--- src/rtl/uart_pkg.sv ---
// Shared definitions for the UART receive path: FSM state encoding,
// frame geometry constants and the 2-of-3 vote used for bit decisions.
package uart_pkg;

    localparam int UART_DATA_BITS            = 8;
    localparam int UART_DEFAULT_CLKS_PER_BIT = 8;

    typedef enum logic [2:0] {
        IDLE  = 3'd0,
        START = 3'd1,
        DATA  = 3'd2,
        STOP  = 3'd3,
        BREAK = 3'd4
    } uart_rx_state_t;

    // 2-of-3 majority vote over three line samples
    function automatic logic majority3(input logic a, input logic b, input logic c);
        return (a & b) | (a & c) | (b & c);
    endfunction

endpackage

--- src/rtl/uart_rx_8n1_if.sv ---
// Byte-delivery channel between the UART receiver and its consumer:
// valid/ready holding-register handshake plus the two error pulses.
interface uart_rx_8n1_if;
    import uart_pkg::*;

    logic [UART_DATA_BITS-1:0] data_out;
    logic                      data_valid;
    logic                      data_ready;
    logic                      frame_err;
    logic                      overrun;

    modport master (
        output data_out,
        output data_valid,
        output frame_err,
        output overrun,
        input  data_ready
    );

    modport slave (
        input  data_out,
        input  data_valid,
        input  frame_err,
        input  overrun,
        output data_ready
    );
endinterface

--- src/rtl/sync_2ff.sv ---
// Single-bit two-flop synchroniser for asynchronous inputs. Both flops
// reset to RESET_VAL so the output is well defined from reset onwards.
module sync_2ff #(
    parameter logic RESET_VAL = 1'b1
) (
    input  logic clk,
    input  logic rst,
    input  logic i_d,
    output logic o_q
);

    logic r_meta;
    logic r_sync;

    // Two back-to-back flops give the first stage a cycle to resolve
    always_ff @(posedge clk or posedge rst) begin
        if (rst) begin
            r_meta <= RESET_VAL;
            r_sync <= RESET_VAL;
        end else begin
            r_meta <= i_d;
            r_sync <= r_meta;
        end
    end

    assign o_q = r_sync;

endmodule

--- src/rtl/uart_rx_8n1.sv ---
// UART 8-N-1 receiver. Synchronises rx, detects a start bit, samples each
// bit at mid-period (LSB first) and hands complete bytes to a one-entry
// valid/ready holding register. Framing errors and overruns are one-cycle
// pulses aligned with the edge where the byte would have been delivered.
// Optional build macro UART_RX_MAJORITY_EN: every bit decision becomes a
// 2-of-3 vote over the samples at counts mid-2, mid-1 and mid; the decision
// edge and latency are unchanged.
module uart_rx_8n1
    import uart_pkg::*;
#(
    parameter int CLKS_PER_BIT = UART_DEFAULT_CLKS_PER_BIT
) (
    input  logic          clk,
    input  logic          rst,
    input  logic          rx,
    uart_rx_8n1_if.master bus
);

    localparam int               CNT_W         = $clog2(CLKS_PER_BIT);
    localparam logic [CNT_W-1:0] CNT_LAST      = CNT_W'(CLKS_PER_BIT - 1);
    localparam logic [CNT_W-1:0] CNT_HALF_LAST = CNT_W'(CLKS_PER_BIT / 2 - 1);
    localparam logic [CNT_W-1:0] CNT_ONE       = CNT_W'(1);

    logic                      w_rx_s;
    logic                      w_bit;
    logic                      w_accept;

    uart_rx_state_t            r_state;
    logic [CNT_W-1:0]          r_cnt;
    logic [2:0]                r_bit_idx;
    logic [UART_DATA_BITS-1:0] r_shift;
    logic [UART_DATA_BITS-1:0] r_data;
    logic                      r_valid;
    logic                      r_frame_err;
    logic                      r_overrun;

    sync_2ff #(
        .RESET_VAL (1'b1)
    ) u_rx_sync (
        .clk (clk),
        .rst (rst),
        .i_d (rx),
        .o_q (w_rx_s)
    );

`ifdef UART_RX_MAJORITY_EN
    logic [1:0] r_hist;

    // Keep the two previous synchronised samples so the decision edge can vote
    always_ff @(posedge clk or posedge rst) begin
        if (rst) begin
            r_hist <= 2'b11;
        end else begin
            r_hist <= {r_hist[0], w_rx_s};
        end
    end

    assign w_bit = majority3(r_hist[1], r_hist[0], w_rx_s);
`else
    assign w_bit = w_rx_s;
`endif

    // The consumer can only take a byte that is actually held
    assign w_accept = r_valid & bus.data_ready;

    // Receive FSM, bit timing, shift register, holding register and error pulses
    always_ff @(posedge clk or posedge rst) begin
        if (rst) begin
            r_state     <= IDLE;
            r_cnt       <= '0;
            r_bit_idx   <= 3'd0;
            r_shift     <= 8'h00;
            r_data      <= 8'h00;
            r_valid     <= 1'b0;
            r_frame_err <= 1'b0;
            r_overrun   <= 1'b0;
        end else begin
            r_frame_err <= 1'b0;
            r_overrun   <= 1'b0;
            // A drain empties the register unless a new byte lands this edge
            if (w_accept) begin
                r_valid <= 1'b0;
            end else begin
                r_valid <= r_valid;
            end

            case (r_state)
                IDLE: begin
                    if (!w_rx_s) begin
                        r_cnt     <= '0;
                        r_bit_idx <= 3'd0;
                        r_state   <= START;
                    end else begin
                        r_state <= IDLE;
                    end
                end

                START: begin
                    if (r_cnt == CNT_HALF_LAST) begin
                        r_cnt <= '0;
                        if (w_bit) begin
                            r_state <= IDLE;
                        end else begin
                            r_state <= DATA;
                        end
                    end else begin
                        r_cnt <= r_cnt + CNT_ONE;
                    end
                end

                DATA: begin
                    if (r_cnt == CNT_LAST) begin
                        r_cnt     <= '0;
                        r_shift   <= {w_bit, r_shift[UART_DATA_BITS-1:1]};
                        r_bit_idx <= r_bit_idx + 3'd1;
                        if (r_bit_idx == 3'd7) begin
                            r_state <= STOP;
                        end else begin
                            r_state <= DATA;
                        end
                    end else begin
                        r_cnt <= r_cnt + CNT_ONE;
                    end
                end

                STOP: begin
                    if (r_cnt == CNT_LAST) begin
                        r_cnt <= '0;
                        if (w_bit) begin
                            // Returning to IDLE at mid-stop lets the next start bit be seen
                            r_state <= IDLE;
                            if (!r_valid || w_accept) begin
                                r_data  <= r_shift;
                                r_valid <= 1'b1;
                            end else begin
                                r_overrun <= 1'b1;
                            end
                        end else begin
                            r_frame_err <= 1'b1;
                            r_state     <= BREAK;
                        end
                    end else begin
                        r_cnt <= r_cnt + CNT_ONE;
                    end
                end

                BREAK: begin
                    // A stuck-low line must go high before a new start is allowed
                    if (w_rx_s) begin
                        r_state <= IDLE;
                    end else begin
                        r_state <= BREAK;
                    end
                end

                default: begin
                    r_state <= IDLE;
                end
            endcase
        end
    end

    assign bus.data_out   = r_data;
    assign bus.data_valid = r_valid;
    assign bus.frame_err  = r_frame_err;
    assign bus.overrun    = r_overrun;

endmodule

--- src/flat_wrapper.sv ---
// flat-port wrapper written by rule: the top's interface ports become plain ports
module uart_rx_8n1_flat import uart_pkg::*;
#(
    parameter int CLKS_PER_BIT = UART_DEFAULT_CLKS_PER_BIT
)
  (clk, rst, rx, bus_data_out, bus_data_valid, bus_frame_err, bus_overrun, bus_data_ready);
  uart_rx_8n1_if bus_i ();
  input  logic clk;
  input  logic rst;
  input  logic rx;
  output wire logic [$bits(bus_i.data_out)-1:0] bus_data_out;
  output wire logic [$bits(bus_i.data_valid)-1:0] bus_data_valid;
  output wire logic [$bits(bus_i.frame_err)-1:0] bus_frame_err;
  output wire logic [$bits(bus_i.overrun)-1:0] bus_overrun;
  input wire logic [$bits(bus_i.data_ready)-1:0] bus_data_ready;
  assign bus_data_out = bus_i.data_out;
  assign bus_data_valid = bus_i.data_valid;
  assign bus_frame_err = bus_i.frame_err;
  assign bus_overrun = bus_i.overrun;
  assign bus_i.data_ready = bus_data_ready;
  uart_rx_8n1 #(.CLKS_PER_BIT(CLKS_PER_BIT)) u_core (.clk(clk), .rst(rst), .rx(rx), .bus(bus_i));
endmodule
--- config.mk ---
export PLATFORM = sky130hd
export DESIGN_NAME = uart_rx_8n1_flat
export DESIGN_NICKNAME = d
export VERILOG_FILES = /design/src/rtl/uart_pkg.sv /design/src/rtl/uart_rx_8n1_if.sv /design/src/rtl/sync_2ff.sv /design/src/rtl/uart_rx_8n1.sv /design/src/flat_wrapper.sv
export SDC_FILE = /design/constraint.sdc
export NUM_CORES = 1
export LEC_CHECK = 0
export CAP_MARGIN = 40
export CORE_MARGIN = 10
export CORE_UTILIZATION = 50
export CTS_CLUSTER_SIZE = 28
export DETAILED_ROUTE_END_ITERATION = 10
export GPL_ROUTABILITY_DRIVEN = 0
export PLACE_DENSITY_LB_ADDON = 0.3
export SKIP_LAST_GASP = 1
export SYNTH_ARGS = -nofsm -noshare
export SYNTH_HDL_FRONTEND = slang
export SYNTH_SLANG_ARGS = --single-unit
--- constraint.sdc ---
create_clock -name clk -period 4.4 [get_ports clk]
set_input_delay 0.44 -clock clk [delete_from_list [all_inputs] [get_ports clk]]
set_output_delay 0.44 -clock clk [all_outputs]
set_load 0.01 [all_outputs]
==> results.md <==
- Status: complete, no violations
- CTS tree: done
- Footprint of the multi-input gates: between 400 and 500 µm²
- Clk_lat worst skew: around 330 ps
- Post-synth EDFFs: 0
- Layout cells sized above 1: 0.287
- Grt total ovfl: 0
- Flop-to-flop setup slack: 2620 ps
- Dpl hpwl: 1580 µm
- Largest net degree at the start of global routing: 19
- TritonCTS Buffers: 5
- Worst hold path type: flip-flop to flip-flop
- Power density cells: about 440 nW/µm²
- Clock sink count: 30
- Pre-antenna DRT Iters: 4
- Final period util: 0.405
- DRC violations left: 0
- Yosys warnings: 0
- CTS root buf: clkbuf_4
- Yosys top cell area share: 0.541
- Synthesized instance count: 96
- DR iter-0 viols: 52
- Sw Share: 0.298
- VDD IR max: between 0.2 and 0.3 mV
- Yosys reg bits: 30
- Post-route insts no fill: roughly 150
- Nets: 123
- DP Area: between 1000 and 1500 µm²
- Final Hold Violating Endpoints: 0
- # fillers: 206
- Sw power: between 0.2 and 0.25 mW
- # setup viols final: 0
- Clock network power share: 0.251
- Cell taking the most area after synthesis: dfrtp_1
- Unrepaired setup endpoints after global routing: false
- Hold Buf Count CTS: 0
- Clk slew on worst S/H paths: 90 ps
- Vias in the first global route: 848
- Pins Over Slew Limit: 0
- Postcts setup bufs: 0
- Detailed-route wire length per cell: between 15 and 20 µm
- FMAX: 562 MHz
- Critical Path RT: 4610 ps
- Critical path peak fanout: 10
- H-tree Lvls: 2
- # port buffers: 14
- Sequential Area: between 700 and 800 µm²
- Ys async rst share: 1.00
- Worst Skew: 5.69 ps
- Global-route wire length before repair: between 3000 and 4000 µm
- PostCTS Resize Cnt: 0
- Pwr Total: 0.674 mW
- CP Class: flip-flop to flip-flop
- Vias: approximately 770
- Core area: 2480 µm²
- Inserted Diodes: 0
- Total track usage: 0.0981
- Worst setup SP type: flip-flop
- Antenna violations before repair: 0
- Die Height: 70.9 µm
- Relative slew slack: 0.619
- Syn_nets: 105
- Worst-Margin Slew: between 500 and 600 ps
- Mapped Area: 1300 µm²
- Commonest cells in the netlist: dfrtp_1 (28), mux2_2 (20), nand2_1 (7)
- Total placed cells including tap cells: 137
- Die ar.: 5030 µm²
- Rows: 18
- Fin crit period: approximately 1800 ps
- Pint: around 0.47 mW
- Area grow syn2layout: 18.5%
- Die Width: approximately 71 µm
- P_leak: 0.754 nW
- Setup_tns: 0 ps
- Register area share after synthesis: 0.581
- Layout Cell Area excl Fill: 1540 µm²
- Synth area leaders: dfrtp_1 (54%), mux2_2 (17%), ha_1 (4.8%)
- CP arrival: 1990 ps
- Final Routed Wirelength: about 2200 µm
- Cell with the most instances after synthesis: dfrtp_1
- Predominant post-synthesis flop cell: dfrtp_1
- Maxcap violations: 0
- Yosys cell types: 27
- Ports: 15
- DR vias/cell: 5.28
- Synth Area per Inst: 13.5 µm²
- CTS max path bufs: 2
- Comb pwr share: 0.224
- Initial Utilization: 0.523
- Crit path capture type: flip-flop
- Antenna Violating Nets Remaining: 0
- Sequential power share: 0.525
## power groups by stage
| stage | registers [mW] | logic [mW] | clock network [mW] |
|---|---|---|---|
| finish | 0.354 | 0.151 | 0.169 |
| global route | 0.361 | 0.171 | 0.188 |
| CTS | 0.355 | 0.153 | 0.174 |
| detailed placement | 0.360 | 0.151 | 0 |
| global placement | 0.358 | 0.143 | 0 |
| floorplan | 0.339 | 0.139 | 0 |
## routing by layer
layer | routed length (µm) | global-route usage
met1 | 995 | 0.110
met2 | 1040 | 0.150
met3 | 150 | 0.0558
met4 | 35 | 0.0387
met5 | 0 | 0
## sequential cells by signal, summed over array words and instances (netlist names)
name and count:
u_core.bus.data_out 8, u_core.r_shift 8, u_core.r_bit_idx 3, u_core.r_cnt 3
u_core.r_state 3, u_core.bus.data_valid 1, u_core.bus.frame_err 1, u_core.bus.overrun 1
u_core.u_rx_sync.o_q 1, u_core.u_rx_sync.r_meta 1
## logic make-up (layout without fill, tap and decap cells)
logic type	Yosys count	after routing	share of synthesized area
and+or+nand+nor	21	21	0.0946
xor gates and xnor gates	1	1	0.00676
adders and majority gates	5	5	0.0483
DFF	30	30	0.581
AOI/OAI and AO/OA	8	8	0.0463
muxes	22	22	0.189
buffers and inverters	9	28	0.0338
## worst max-delay path, cell delays in order, from the launching register on
cell and delay [ps]:
dfrtp_1 510, nor3b_2 300, and3_1 460, mux2_2 390
## cell type report
class / instances / area share
clock inverters: 1 / 0.00326
well taps: 30 / 0.0244
clock buffers: 7 / 0.0358
multi-input cells: 57 / 0.325
inverters: 5 / 0.0122
flip-flops and latches: 30 / 0.490
repair buffers: 15 / 0.109
## final timing paths
| kind | from | endpoint | cells after the start |
|---|---|---|---|
| max in group asynchronous | rst | u_core.u_rx_sync.o_q | 3 |
| worst min-delay path | u_core.u_rx_sync.r_meta | u_core.u_rx_sync.o_q | 0 |
| worst max-delay path | u_core.r_state[2] | u_core.r_shift[3] | 3 |
| worst min register to register | u_core.u_rx_sync.r_meta | u_core.u_rx_sync.o_q | 0 |
| worst max register to register | u_core.r_state[2] | u_core.r_shift[3] | 3 |
| min in group asynchronous | rst | u_core.r_shift[2] | 2 |
## stage by stage
stage	hold WS [ps]	util	worst slack, ps
final	366	0.620	2620
after global routing	379	0.620	2530
after CTS	367	0.620	2630
after detailed placement	351	0.596	2650
after global placement	346	0.585	2660
after floorplan	345	-	2930
## cells in the final DEF (no fill, tap or decap), drive strengths merged, types with 4 or more instances in the layout
cell type and count:
inv 5, ha 5, nor2 4, mux2 20, nand2 7, clkbuf 7
dfrtp 28, clkdlybuf4s50 14
No activity file was read; power rests on OpenSTA's default activity.
